## src/rtl/mux_arb_reg.sv

```systemverilog
// Registered N-input multiplexer with valid/ready on every port.
// Selection is either a direct external select or round-robin arbitration.
module mux_arb_reg #(
  parameter  int DATAW = 16,
  parameter  int NCH   = 8,
  localparam int SELW  = $clog2(NCH)
) (
  input  logic                 clk,
  input  logic                 rst_n,
  input  logic                 mode_rr,
  input  logic [SELW-1:0]      sel,
  input  logic [NCH*DATAW-1:0] in_data,
  input  logic [NCH-1:0]       in_valid,
  output logic [NCH-1:0]       in_ready,
  output logic [DATAW-1:0]     out_data,
  output logic                 out_valid,
  input  logic                 out_ready,
  output logic [SELW-1:0]      out_chan
);

  localparam int unsigned NCHU = NCH;

  logic [DATAW-1:0] ch [NCH];
  logic [SELW-1:0]  ptr;
  logic [SELW-1:0]  cand;
  logic [SELW-1:0]  idx;
  logic             cand_ok;
  logic             load;
  logic             xfer;

  always_comb begin
    for (int unsigned i = 0; i < NCHU; i++) begin
      ch[i] = in_data[i*DATAW +: DATAW];
    end
  end

  assign load = ~out_valid | out_ready;

  // Round-robin search starts one past the last winner, wrapping modulo NCH.
  always_comb begin
    cand    = '0;
    cand_ok = 1'b0;
    idx     = '0;
    if (!mode_rr) begin
      if (int'(sel) < NCH) begin
        cand    = sel;
        cand_ok = 1'b1;
      end
    end else begin
      for (int unsigned k = 1; k <= NCHU; k++) begin
        idx = SELW'((32'(ptr) + k) % NCHU);
        if (!cand_ok && in_valid[idx]) begin
          cand    = idx;
          cand_ok = 1'b1;
        end
      end
    end
  end

  always_comb begin
    in_ready = '0;
    if (cand_ok && load && rst_n) begin
      in_ready[cand] = 1'b1;
    end
  end

  assign xfer = cand_ok & load & in_valid[cand];

  always_ff @(posedge clk or negedge rst_n) begin
    if (!rst_n) begin
      out_valid <= 1'b0;
      out_data  <= '0;
      out_chan  <= '0;
      ptr       <= SELW'(NCH - 1);
    end else if (load) begin
      if (xfer) begin
        out_valid <= 1'b1;
        out_data  <= ch[cand];
        out_chan  <= cand;
        if (mode_rr) begin
          ptr <= cand;
        end
      end else begin
        out_valid <= 1'b0;
      end
    end
  end

endmodule

```

## config.mk

```make
export PLATFORM = sky130hd
export DESIGN_NAME = mux_arb_reg
export DESIGN_NICKNAME = d
export VERILOG_FILES = /design/src/rtl/mux_arb_reg.sv
export SDC_FILE = /design/constraint.sdc
export NUM_CORES = 1
export LEC_CHECK = 0
export ABC_AREA = 0
export CAP_MARGIN = 15
export CORE_UTILIZATION = 33
export DETAILED_ROUTE_END_ITERATION = 8
export DONT_BUFFER_PORTS = 1
export SYNTH_ARGS = -nofsm -noshare
export SYNTH_HDL_FRONTEND = slang
export SYNTH_SLANG_ARGS = --single-unit
export TNS_END_PERCENT = 5
```

## constraint.sdc

```tcl
create_clock -name clk -period 6.7 [get_ports clk]
set_input_delay 1.005 -clock clk [delete_from_list [all_inputs] [get_ports clk]]
set_output_delay 1.005 -clock clk [all_outputs]
set_load 0.01 [all_outputs]
```

==> impl_metrics.ini <==
[drt]
ant_nets = 0
drt-pass1-iter-count = 5
num_vias = 2704
routed_wirelength_mm = 9.44
drt-wirelength-per-cell_um = 23.3
vias_per_cell = 6.68
drt_iter0_markers = 137
drc = 0

[grt]
grt_pass1_wl_mm = 14.3
grt_pass1_vias = 2628
grt_overflow = 0
grt_max_degree = 34
grt_antenna_before_repair = 1
grt_util_all_layers_pct = 18.8

[finish]
drive_gt1_share_pct = 27.5
syn2layout_area_growth_pct = 2.47
utilization_pct = 35.7
layout_common_cells = mux2_2 (50), mux2i_1 (41), dfrtp_1 (20)
final_common_cell = mux2_2
final_nets = 441

[synth]
ys_ff_latch = 23
seq_area_frac_synth_pct = 18.7
synth-edff-count = 0
synth_fp_nets = 457
ys_warn_count = 0
ys.flop_type = dfrtp_1
syn_area_sq_um = 3090
synthArstFlopShare_pct = 100
netlist_instances = 312
synth.distinct_cells = 54
syn_area_per_cell_sq_um = 9.92

[clock_tree]
cts_setup_buffers = 0
holdBufCountCts = 0
clock-sinks = 23
cts_buffers = 3
htreeDepth = 1
cts_resized = 0
cts_tree = built
clock_latency_ns = 0.27
clkTransAtPathRegs_ns = 0.10
clockBufferDepth = 2
cts_root_buffer = clkbuf_8

[worst_setup_path]
cp_max_fo = 20
crit_type = register to primary output
r2r_cells = 13
start_kind = register
critPathRequiredTime_ns = 5.69
cp.arrival_ns = 4.67
worstReg2RegEnd = out_data[7]$_DFFE_PN0P_
r2r_start = ptr[0]$_DFFE_PN1P_
crit_path_end_kind = primary output
r2r_setup_slack_ns = 1.32

[floorplanning]
core_area_sq_um = 8890
rows = 34
die_area_sq_um = 9770
die_y_um = 98.8
io-pin-count = 171
die_x_um = 98.8
start_util_pct = 34.8

[sta]
drv_slew = 0
layout_min_cycle_time_ns = 5.67
max_slew_margin_pct = 29.2
finClkSkew_ns = 0.00648
hold_violations = 0
finalWorstSetupSlack_ns = 1.03
setup_viol = 0
max_freq_mhz = 176
rsz0062_at_grt = false
finalSetupTns_ns = 0
finalCritPeriodShare_pct = 84.7
tightestPinTransition_ns = 1.05

[flow_run]
max-cap-violations = 0

[power_and_ir_drop]
cellPowerDensity_nw_per_um2 = 687
vdd_drop_max_v = 0.000320
p_leak_nw = 1.16

[min_path]
holdCritPathClass = input port to asynchronous set/reset pin

[place]
io_buffers = 0
gp_congestion = 0.847
preCtsSetupSlack_ns = 1.33
place_hpwl_mm = 7.35

[outcome]
outcome = finished, final reports clean
-- per-layer routing --
layer	vias up	GRT usage [%]	wire [um]
met1	1310	23.1	3730
li1	1221	-	-
met5	-	0	0
met3	18	1.56	580
met4	0	7.69	280
met2	155	33.7	4850
-- layout make-up --
cell class / instances / area (sq um)
sequential: 23 / 579
tap: 108 / 135
clock inverter: 1 / 5.00
fill: 918 / 5720
inverter: 4 / 15.0
multi-input combinational: 260 / 2360
clock buffer: 3 / 41.3
antenna: 2 / 5.00
timing repair buffer: 4 / 33.8
-- report_power, final --
group          switching, mW  leakage, nW  internal (mW)  total, mW
combinational          0.896        0.870          0.828       1.72
clock                 0.0502       0.0255         0.0416     0.0918
sequential             0.134        0.260          0.229      0.363
-- state kept, by name, summed over array words and instances (netlist names) --
signal and flops:
ptr 3, out_data 16, out_valid 1, out_chan 3
-- cells by family (layout without fill, tap and decap cells) --
kind of cell	count (synthesis)	count (layout)	synth area share, %
AND/OR/NAND/NOR	65	65	11.5
XOR/XNOR	4	4	1.13
flip-flops	23	23	18.7
adder cells (fa/ha/maj)	2	2	0.809
AO/OA/AOI/OAI	76	76	18.1
multiplexers	113	113	44.6
other	0	2	0
buffers and inverters	29	12	5.14
-- cell usage after synthesis (4+ instances only) --
| library cell | instances | share of area [%] |
|---|---|---|
| mux2_1 | 8 | 2.9 |
| nor2_1 | 16 | 1.9 |
| mux2_2 | 50 | 18 |
| clkbuf_1 | 10 | 1.2 |
| inv_1 | 4 | 0.49 |
| a21oi_1 | 8 | 1.3 |
| nand3_1 | 7 | 1.1 |
| nand2b_1 | 6 | 1.2 |
| buf_2 | 7 | 1.1 |
| dfrtp_1 | 20 | 16 |
| mux2i_1 | 41 | 13 |
| nand2_1 | 10 | 1.2 |
| mux4_2 | 14 | 10 |
| a22oi_1 | 4 | 0.97 |
| buf_6 | 4 | 1.5 |
| a31oi_1 | 4 | 0.81 |
| o22ai_1 | 16 | 3.2 |
| o21ai_0 | 8 | 1.3 |
| a221oi_1 | 16 | 4.5 |
-- how the worst max path moves through the flow --
stage	cells past startpoint	endpoint	slack, ns	from
floorplan	15	in_ready[4]	1.55	ptr[0]$_DFFE_PN1P_
CTS	10	in_ready[4]	1.00	ptr[0]$_DFFE_PN1P_
global placement	11	out_data[0]$_DFFE_PN0P_	1.35	ptr[1]$_DFFE_PN1P_
global route	9	in_ready[4]	0.54	ptr[0]$_DFFE_PN1P_
finish	9	in_ready[4]	1.03	ptr[0]$_DFFE_PN1P_
detailed placement	9	in_ready[4]	1.33	ptr[0]$_DFFE_PN1P_
-- worst max-delay path, stage by stage, from the launching register on --
cell and delay [ns]:
dfstp_2 0.85, inv_1 0.17, ha_1 0.51, mux4_2 0.47, mux2i_1 0.32, o21ai_0 0.13, a221o_1 0.33, a41oi_1 0.87
nand3_1 0.29, nor3b_1 0.45
-- per-stage QoR --
| stage | hold WS, ns | std cells | instance area (sq um) | total power [mW] |
|---|---|---|---|---|
| 6_report | 0.417 | 405 | 3170 | 2.18 |
| 5_1_grt | 0.386 | 404 | 3170 | 2.38 |
| 4_1_cts | 0.402 | 403 | 3170 | 2.19 |
| 3_5_place_dp | 0.552 | 399 | 3120 | 2.09 |
| 3_3_place_gp | 0.551 | 398 | 3110 | 2.05 |
| 2_1_floorplan | 0.529 | 312 | 3090 | 1.82 |
No activity file was read; power rests on OpenSTA's default activity.
